### src/rtl/alu_seq_pkg.sv
// alu_seq_pkg: shared state, op and command-field definitions for the ALU sequencer
package alu_seq_pkg;
   typedef enum logic [2:0] {IDLE, GET_A, GET_B, EXEC, DONE} state_t;
   localparam logic [1:0] OP_ADD = 2'd0;
   localparam logic [1:0] OP_SUB = 2'd1;
   localparam logic [1:0] OP_AND = 2'd2;
   localparam logic [1:0] OP_OR  = 2'd3;
   localparam int CMD_OP_LSB    = 0;
   localparam int CMD_CHAIN_BIT = 2;
   localparam int CMD_RSVD_MSB  = 7;
   localparam int CMD_RSVD_LSB  = 3;
endpackage

### src/rtl/alu_seq_ctrl.sv
// alu_seq_ctrl: byte-serial command/operand sequencer driving an external combinational ALU
module alu_seq_ctrl
   import alu_seq_pkg::*;
#(
   parameter int ALU_LAT = 1,
   parameter int W = 8
)(
   input  logic         clk,
   input  logic         rst,
   input  logic [W-1:0] in_data,
   input  logic         in_valid,
   output logic         in_ready,
   output logic [W-1:0] alu_a,
   output logic [W-1:0] alu_b,
   output logic [1:0]   alu_op,
   input  logic [W-1:0] alu_result,
   output logic [W-1:0] res_data,
   output logic         res_valid,
   input  logic         res_ready,
   output logic         busy,
   output logic         err,
   output logic [7:0]   op_count
);
   state_t       state;
   logic [1:0]   op;
   logic [3:0]   cnt;
   logic [W-1:0] acc;
   assign in_ready = (state == IDLE) || (state == GET_A) || (state == GET_B);
   assign busy = state != IDLE;
   always_ff @(posedge clk) begin
      if (rst) begin
         state     <= IDLE;
         op        <= OP_ADD;
         cnt       <= '0;
         acc       <= '0;
         alu_a     <= '0;
         alu_b     <= '0;
         alu_op    <= OP_ADD;
         res_data  <= '0;
         res_valid <= 1'b0;
         err       <= 1'b0;
         op_count  <= '0;
      end else begin
         case (state)
            IDLE: if (in_valid) begin
               if (|in_data[CMD_RSVD_MSB:CMD_RSVD_LSB]) err <= 1'b1;
               else begin
                  op <= in_data[CMD_OP_LSB +: 2];
                  if (in_data[CMD_CHAIN_BIT]) begin
                     alu_a <= acc;
                     state <= GET_B;
                  end else state <= GET_A;
               end
            end
            GET_A: if (in_valid) begin
               alu_a <= in_data;
               state <= GET_B;
            end
            // ALU inputs are now complete; hold them for ALU_LAT cycles
            GET_B: if (in_valid) begin
               alu_b  <= in_data;
               alu_op <= op;
               cnt    <= 4'(ALU_LAT - 1);
               state  <= EXEC;
            end
            EXEC: if (cnt == 4'd0) begin
               res_data  <= alu_result;
               acc       <= alu_result;
               res_valid <= 1'b1;
               op_count  <= op_count + 8'd1;
               state     <= DONE;
            end else cnt <= cnt - 4'd1;
            DONE: if (res_ready) begin
               res_valid <= 1'b0;
               state     <= IDLE;
            end
            default: state <= IDLE;
         endcase
      end
   end
endmodule
### config.mk
export PLATFORM = sky130hd
export DESIGN_NAME = alu_seq_ctrl
export DESIGN_NICKNAME = d
export VERILOG_FILES = /design/src/rtl/alu_seq_pkg.sv /design/src/rtl/alu_seq_ctrl.sv
export SDC_FILE = /design/constraint.sdc
export NUM_CORES = 1
export LEC_CHECK = 0
export CAP_MARGIN = 20
export CORE_ASPECT_RATIO = 1.1
export CORE_MARGIN = 1.5
export CORE_UTILIZATION = 45
export DETAILED_ROUTE_END_ITERATION = 12
export PLACE_DENSITY_LB_ADDON = 0.2
export RECOVER_POWER = 25
export SLEW_MARGIN = 20
export SYNTH_ARGS = -nofsm -noshare
export SYNTH_HDL_FRONTEND = slang
export SYNTH_SLANG_ARGS = --single-unit
### constraint.sdc
create_clock -name clk -period 5.1 [get_ports clk]
set_clock_uncertainty 0.05 [all_clocks]
set_input_delay 0.765 -clock clk [delete_from_list [all_inputs] [get_ports clk]]
set_output_delay 0.765 -clock clk [all_outputs]
set_load 0.02 [all_outputs]
==> results.txt, run 1 <==
----------------------------------------------------
[Synth]
  Basic-gate share of the synthesized area counting and, or, nand and nor cells ... 0.2901
  Share of synthesized registers carrying an async set or reset ... 0
  Number of distinct library cells after synthesis ... 44
  Post-synthesis net count ... 274
  Main combinational cell family by area after synthesis ... simple AND/OR/NAND/NOR gates
  Xor and xnor area share after synthesis ... 0.03684
  Netlist area before placement ... 0.002140 mm2
  Share of cell area taken by muxes after synthesis ... 0.04678
  Post-synthesis sequential area ratio ... 0.4211
  Flip-flop cell with the highest count after synthesis ... dfxtp_1
  Number of synthesized flops with an enable pin ... 0
  Number of register bits inferred by synthesis ... 45
  Count of mapped cells out of synthesis ... 252
  Syn. warnings ... 0
  Mean instance size in the synthesized netlist ... 8.490 um2
  Post-synthesis share of cell area spent on full adders, half adders and majority gates ... 0.01170
  Compound-gate portion of the synthesized area ... 0.1333

[GRT]
  Global-route wire length before repair ... 8383 um
  Number of antenna violations at the first check in global routing ... 0
  Maximum number of pins on one net before global-route repair ... 32
  Sum of overflow across all layers after global routing ... 0
  Global-route total usage across every layer ... 0.2160
  Via count of the first global-routing pass ... 1688

[Layout]
  Nets@finish ... 323
  Area taken by multi-input logic gates ... 0.001110 mm2
  Leading cell types in the layout, fill and taps excluded ... 45 x dfxtp_1, 44 x nor2_1, 41 x clkdlybuf4s50_1, 25 x nand2_1
  Sequential Area ... 900.9 um2
  Number of fillers in the final layout ... 431
  Inserted Diodes ... 0
  Share of cells above drive strength 1 ... 0.04983
  Most common cell after layout, fill and taps aside ... dfxtp_1
  Area delta synth->final ... 30.94%

[Flow run]
  Count of max-cap constraint violations ... 0

[Clocking]
  Cell at the root of the clock tree ... clkbuf_8
  Clock-pin slew on the worst setup and hold paths ... 0.08 ns
  Hold Buf Count CTS ... 0
  H-tree levels ... 2
  Clock latency at the later pin of the worst-skew pair ... 0.30 ns
  CTS buffer count ... 5
  Post-CTS Repair Setup Buffers ... 0
  Number of gates resized after CTS ... 0
  TritonCTS clock tree ... built
  Max Buffers Root-to-Sink ... 2
  Sinks on the clock net ... 45

[Floorplanning]
  Starting Density ... 0.4632
  CORE AREA ... 0.004619 mm2
  Die footprint ... 0.005178 mm2
  Die H ... 75.32 um
  Die X-Extent ... 68.75 um
  Ports placed on the boundary ... 58
  Placement Rows ... 26

[STA]
  Period Utilization, post-route ... 0.5276
  Max transition margin ... 0.3321
  Setup TNS ... 0 ns
  Shortest period the worst path allows ... 2.691 ns
  RSZ-0062 raised after global routing ... false
  Slew Viols, Final ... 0
  Fmax ... 371.7 MHz
  Tightest Pin Transition ... 0.9982 ns
  Number of setup violations in the final report ... 0
  Number of hold violations in the final report ... 0

[Critical path]
  Kind of launch point of the worst setup path ... register
  Timing startpoint of the critical path ... state[1]$_SDFFE_PP0P_
  Worst endpoint required time ... 4.28 ns
  Category of the worst setup path capture point ... output pin
  Data arrival, critical path ... 1.88 ns
  Register-to-register setup slack ... 2.78 ns
  Critical path start-end classification ... reg2out
  Critical R2R Capture ... acc[7]$_SDFFE_PP0P_
  Register-to-Register Path Depth ... 6
  Beginning of the worst register-to-register path ... cnt[0]$_SDFFE_PP0P_
  Maximum fanout along the worst path ... 14
  Worst setup path endpoint ... busy

[Drt]
  Total number of vias ... 1962
  Wirelength per Cell ... 14.31 um
  Final ANT Viol Nets ... 0
  Number of detailed-routing iterations run before antenna repair ... 4
  Via-per-instance ratio ... 5.496
  Iteration-0 DRC Markers ... 97
  Drt total wl ... 5107 um
  DRC violation count after routing ... 0

[Pwr]
  Switching portion of total power ... 0.2275
  Switching power ... 142.2 uW
  Clock power share ... 0.358
  Pwr Density ... 223.2 mW/mm2
  Sequential Power Share ... 0.565
  Logic pwr share ... 0.077
  Static leakage power ... 1.016 nW
  P_int ... 483.1 uW
  Max rail drop VDD ... 139.1 uV
  Overall power after layout ... 625.4 uW

[Placed design]
  Number of port buffers ... 57
  Estimated wirelength of the detail-placed design ... 3551 um
  Final Wtd Congestion ... 0.7584

[Min path]
  Origin of the worst min-delay path ... alu_b[6]$_SDFFE_PP0P_
  Class of the tightest hold or removal check ... reg2reg

[Run status]
  Result of the run ... complete, no violations

----------------------------------------------------
[flip-flops by register name, summed over array words and instances (netlist names)]
name,count
state,3
alu_op,2
alu_a,8
op_count,8
op,2
res_valid,1
alu_b,8
cnt,4
acc,8
err,1
[per-layer routing]
layer,part of all wire,up-vias,global-route usage
li1,-,985,-
met1,0.45,922,0.3029
met2,0.48,50,0.3323
met3,0.054,5,0.05465
met4,0.012,0,0.05882
met5,0,-,0
[area by class of cell]
class,instances,area share
clock buffer,7,0.03082
inverter,11,0.01474
multi-input combinational,178,0.3962
sequential,45,0.3216
tap,56,0.02501
timing repair buffer,60,0.2117
[worst min-delay path by stage]
stage                        endpoint  cells past startpoint
2_1_floorplan  alu_op[0]$_SDFFE_PP0P_                      2
3_3_place_gp   alu_op[0]$_SDFFE_PP0P_                      2
3_5_place_dp   alu_op[0]$_SDFFE_PP0P_                      2
4_1_cts         alu_b[6]$_SDFFE_PP0P_                      2
5_1_grt        alu_op[1]$_SDFFE_PP0P_                      2
6_report        alu_b[6]$_SDFFE_PP0P_                      2
[per-stage QoR]
step | hold WS [ns] | cell area, um2 | utilization | instances | setup slack [ns]
floorplan | 0.3812 | 2140 | - | 252 | 3.189
global placement | 0.3913 | 2715 | 0.5878 | 350 | 2.345
detailed placement | 0.3924 | 2715 | 0.5878 | 350 | 2.277
CTS | 0.4074 | 2801 | 0.6064 | 357 | 2.407
global route | 0.4267 | 2801 | 0.6064 | 357 | 2.300
finish | 0.4046 | 2801 | 0.6064 | 357 | 2.409
[cell usage after synthesis (all sizes together) (4+ instances only)]
library cell	number	area share
xnor2	5	0.020
clkbuf	8	0.014
buf	10	0.027
nand4	4	0.012
nor4	11	0.042
mux2i	10	0.047
nor2	45	0.080
dfxtp	45	0.42
nand3	4	0.0094
nor3	6	0.014
nor3b	4	0.019
or3	4	0.012
inv	11	0.019
nand2	25	0.044
a311o	7	0.033
a21oi	16	0.037
xor2	4	0.016
a211oi	8	0.028
[cells by family after synthesis]
logic type | count (synthesis)
flip-flops | 45
AO/OA/AOI/OAI | 41
adder cells (fa/ha/maj) | 2
AND/OR/NAND/NOR | 116
buffers and inverters | 29
XOR/XNOR | 9
multiplexers | 10
[worst max-delay path, stage by stage, from the launching register on]
cell and delay [ns]:
dfxtp_1 0.65, or3_1 0.30, clkdlybuf4s50_1 0.64
[power groups by stage]
stage	logic (mW)	clock network, mW	registers [mW]
2_1_floorplan	0.0224	0	0.363
3_3_place_gp	0.0480	0	0.362
3_5_place_dp	0.0484	0	0.362
4_1_cts	0.0486	0.231	0.354
5_1_grt	0.0525	0.244	0.354
6_report	0.0480	0.224	0.354
Power figures use the tool's default switching activity.
==> run 2, diff against run 1 <==
clock period = 2.7 ns   (was 5.1 ns; I/O delays follow)
==> results.txt, run 2 (synthesis results as in run 1) <==
----------------------------------------------------
[GRT]
  Via count of the first global-routing pass ... 1680
  Maximum number of pins on one net before global-route repair ... 46
  Global-route total usage across every layer ... 0.2054
  Number of antenna violations at the first check in global routing ... 0
  Global-route wire length before repair ... 8052 um
  Sum of overflow across all layers after global routing ... 0

[Flow run]
  Count of max-cap constraint violations ... 0

[Floorplanning]
  Die footprint ... 0.005178 mm2
  Die H ... 75.32 um
  Ports placed on the boundary ... 58
  CORE AREA ... 0.004619 mm2
  Starting Density ... 0.4632
  Placement Rows ... 26
  Die X-Extent ... 68.75 um

[Critical path]
  Cell family with most CP delay ... flip-flops
  Kind of launch point of the worst setup path ... register
  Maximum single-stage delay on the critical path ... 0.66 ns
  Maximum fanout along the worst path ... 14
  Critical path start-end classification ... reg2out
  Category of the worst setup path capture point ... output pin
  CP cell instances ... or3_1 -> clkdlybuf4s50_1
  Critical path buffers and inverters ... 1
  Worst endpoint required time ... 2.25 ns
  Data arrival, critical path ... 1.89 ns
  Slowest cell on the critical path ... dfxtp_1

[Pwr]
  Clock power share ... 0.355
  Switching portion of total power ... 0.2239
  P_int ... 914.8 uW
  Pwr Density ... 414.7 mW/mm2
  Switching power ... 263.9 uW
  Sequential Power Share ... 0.566
  Max rail drop VDD ... 252.1 uV
  Static leakage power ... 1.044 nW
  Logic pwr share ... 0.079

[STA]
  Number of hold violations in the final report ... 0
  Period Utilization, post-route ... 0.8695
  Max transition margin ... 0.5619
  Shortest period the worst path allows ... 2.348 ns
  Slew Viols, Final ... 0
  RSZ-0062 raised after global routing ... false
  Setup TNS ... 0 ns
  Fmax ... 426.0 MHz
  Tightest Pin Transition ... 0.6572 ns
  Number of setup violations in the final report ... 0

[Drt]
  Iteration-0 DRC Markers ... 145
  Total number of vias ... 1967
  DRC violation count after routing ... 0
  Via-per-instance ratio ... 5.419
  Number of detailed-routing iterations run before antenna repair ... 4
  Wirelength per Cell ... 13.68 um
  Drt total wl ... 4966 um
  Final ANT Viol Nets ... 0

[Clocking]
  Post-CTS Repair Setup Buffers ... 0
  H-tree levels ... 2
  Sinks on the clock net ... 45
  Number of gates resized after CTS ... 0
  Clock latency at the later pin of the worst-skew pair ... 0.30 ns
  CTS buffer count ... 5
  Cell at the root of the clock tree ... clkbuf_8
  TritonCTS clock tree ... built
  Clock-pin slew on the worst setup and hold paths ... 0.08 ns
  Max Buffers Root-to-Sink ... 2
  Hold Buf Count CTS ... 0

[Layout]
  Share of cells above drive strength 1 ... 0.06515
  Core utilization of the finished layout ... 0.6154
  Leading cell types in the layout, fill and taps excluded ... 45 x dfxtp_1, 44 x nor2_1, 41 x clkdlybuf4s50_1, 25 x nand2_1
  Inserted Diodes ... 0
  Area delta synth->final ... 32.87%
  Most common cell after layout, fill and taps aside ... dfxtp_1
  Nets@finish ... 329

[Placed design]
  Estimated wirelength of the detail-placed design ... 3430 um
  Final Wtd Congestion ... 0.7156
  Number of port buffers ... 57

[Run status]
  Result of the run ... complete, no violations

[Min path]
  Class of the tightest hold or removal check ... reg2reg

----------------------------------------------------
==> run 2: changes by cell type in the layout (fill, tap and decap cells not counted), sizes merged <==
cell    delta
buf        +5
clkbuf     +1
==> run 2: tightest hold or removal path: stages (launching register included) <==
cell and delay (ns):
dfxtp_1 0.31, nand2_1 0.05, a21oi_1 0.05
==> run 2: metal layers <==
metal	GRT usage	vias to the layer above	wire, um
met4	0.07190	0	77
li1	-	1001	-
met1	0.2806	911	2253
met3	0.04284	8	231
met5	0	-	0
met2	0.3226	47	2404
==> run 2: stage by stage <==
stage                     power [mW]  cells  instance area, um2  setup WS (ns)  hold slack [ns]
after floorplan               0.7281    252                2140         0.9922           0.3812
after global placement        0.7764    356                2760         0.4665           0.3966
after detailed placement      0.7770    356                2760         0.4352           0.3961
after CTS                      1.191    363                2846         0.3642           0.4105
after global routing           1.231    363                2843         0.2696           0.4316
final                          1.179    363                2843         0.3523           0.4049
==> run 2: power by group through the flow <==
stage	logic, mW	registers (mW)	clock network [mW]
3_3_place_gp	0.0930	0.683	0
4_1_cts	0.0940	0.668	0.429
5_1_grt	0.102	0.668	0.460
6_report	0.0927	0.668	0.418
2_1_floorplan	0.0423	0.686	0
3_5_place_dp	0.0936	0.683	0
==> run 2: path summary, 6_finish.rpt <==
path	start	endpoint	slack (ns)	cells after the start
hold reg to reg	op[0]$_SDFFE_PP0P_	alu_op[0]$_SDFFE_PP0P_	0.40	2
hold / removal	op[0]$_SDFFE_PP0P_	alu_op[0]$_SDFFE_PP0P_	0.40	2
setup reg to reg	cnt[0]$_SDFFE_PP0P_	acc[4]$_SDFFE_PP0P_	0.53	7
setup / recovery	state[1]$_SDFFE_PP0P_	busy	0.35	2
==> run 2: layout make-up <==
cell class	instances	area, um2
clock buffers	7	86.33
inverters	11	41.29
fillers	430	1777
repair buffers	66	634.4
flip-flops and latches	45	900.9
multi-input cells	178	1110
well taps	56	70.07
==> patch, RTL diff (settings of run 1) <==
`CMD_RSVD_LSB`: 3 -> 6.
--- a/src/rtl/alu_seq_pkg.sv
+++ b/src/rtl/alu_seq_pkg.sv
@@ -8,6 +8,6 @@
    localparam int CMD_OP_LSB    = 0;
    localparam int CMD_CHAIN_BIT = 2;
    localparam int CMD_RSVD_MSB  = 7;
-   localparam int CMD_RSVD_LSB  = 3;
+   localparam int CMD_RSVD_LSB  = 6;
 endpackage
 
Check against the original RTL: not equivalent (Yosys sat finds a counterexample within 4 cycles, from zero or initial values and one cycle with rst high).
==> patch against run 1 <==
- the run now ends with max-capacitance violations, max-slew violations left
- register-to-register slack lost 0.12 ns
- power up 16%
- wire length rose by 3.8%
- fmax fell by 21%
- largest power group unchanged
- utilization increased by 3.2 points
- worst hold slack better by 0.0039 ns
- count of clock-buffer cells in the layout did not move
- cell area increased by 0.49%
- sequential cell count unchanged
- die area down 1.1%
- worst setup slack got worse by 0.71 ns
- area after synthesis down 1.1%
- sequential share of layout area shrank 0.16 points
==> patch: results (changes against run 1) <==
* Max-cap violations at 1 (was 0)
* XOR/XNOR Fraction of Synth Area at 0% (was 3.68%)
* Post-synthesis compound-gate area fraction at 21.5% (was 13.3%)
* Min-Delay Startpoint: alu_b[5] (was alu_b[6])
* Failing checks: max-capacitance violations, max-slew violations
* Vias in the first global route at 1,847 (was 1,688)
* Hold slack at 0.409 ns (was 0.405 ns)
* Via count at 2,006 (was 1,962)
* Fraction of layout cells with a size suffix above 1 at 9.00% (was 4.98%)
* Crit path arrival time at 3.46 ns (was 1.88 ns)
* Nets at 321 (was 323)
* Die X at 68.4 um (was 68.7 um)
* Critical path origin: rst (was state[1])
* Synth Area in Adders at 1.18% (was 1.17%)
* First-pass GRT wire length at 8270 um (was 8380 um)
* Yosys cell types at 41 (was 44)
* Syn Nets at 271 (was 274)
* Syn avg cell area at 8.50 um2 (was 8.49 um2)
* Area contributors post-synth: dfxtp_1, a21oi_1, nand2_1 (was dfxtp_1, nor2_1, mux2i_1)
* CTS root buf: clkbuf_8 (unchanged)
* Drt total wl at 5300 um (was 5110 um)
* Hold Path End: alu_b[5] (was alu_b[6])
* Gpl congestion at 0.813 (was 0.758)
* Worst R2R End: op_count[7] (was acc[7])
* # fillers at 387 (was 431)
* Top post-synthesis cells by count: dfxtp_1, a21oi_1, nand2_1, o21ai_0 (was dfxtp_1, nor2_1, nand2_1, a21oi_1, inv_1)
* FF-to-FF path depth at 3 (was 6)
* Final Cycle Share at 66.6% (was 52.8%)
* Total track usage at 21.2% (was 21.6%)
* FF-to-FF Start: state[0] (was cnt[0])
* Proportion of synthesized area in mux cells at 5.38% (was 4.68%)
* Register area share after synthesis at 42.6% (was 42.1%)
* DR iter-0 viols at 130 (was 97)
* Detailed Place HPWL at 3600 um (was 3550 um)
* Status: finished, violations left (was finished, final reports clean)
* Non-filler instance count after layout at 354 (was 357)
* Placement Cell Area at 0.00270 mm2 (was 0.00272 mm2)
* Worst-margin pin slew at 1.71 ns (was 0.998 ns)
* CP Max Fanout at 39 (was 14)
* Largest net degree at the start of global routing at 40 (was 32)
* CP endpoint: cnt[2] (was busy)
* Leak Pwr at 0.000991 uW (was 0.00102 uW)
* Pins over their slew limit at 40 (was 0)
[patch: critical path: stages]
cell and delay (ns):
dlygate4sd3_1 0.52, clkbuf_1 1.23, inv_1 0.57, nand4_1 0.26, o32ai_1 0.10
[patch: layout make-up]
type                            count  area, um2  share of cell area (%)
Inverter                            9       33.8                    1.20
Timing Repair Buffer               60        589                    20.9
Multi-Input combinational cell    178       1110                    39.3
Sequential cell                    45        901                    32.0
Tap cell                           54       67.6                    2.40
Clock buffer                        7       86.3                    3.07
Clock inverter                      1       30.0                    1.07
[patch: metal layers]
| metal | vias up | part of all wire, % | global-route usage (%) |
|---|---|---|---|
| met1 | 942 | 46 | 27.2 |
| li1 | 1013 | - | - |
| met2 | 47 | 49 | 35.7 |
| met5 | - | 0 | 0 |
| met4 | 0 | 1.2 | 6.22 |
| met3 | 4 | 3.8 | 4.48 |
[patch: report_power, final]
part           total (uW)  switching (uW)  internal (uW)  leakage, uW
Combinational        78.8            40.4           38.4     0.000569
Clock                 279             119            160    0.0000585
Sequential            365            7.62            358     0.000364
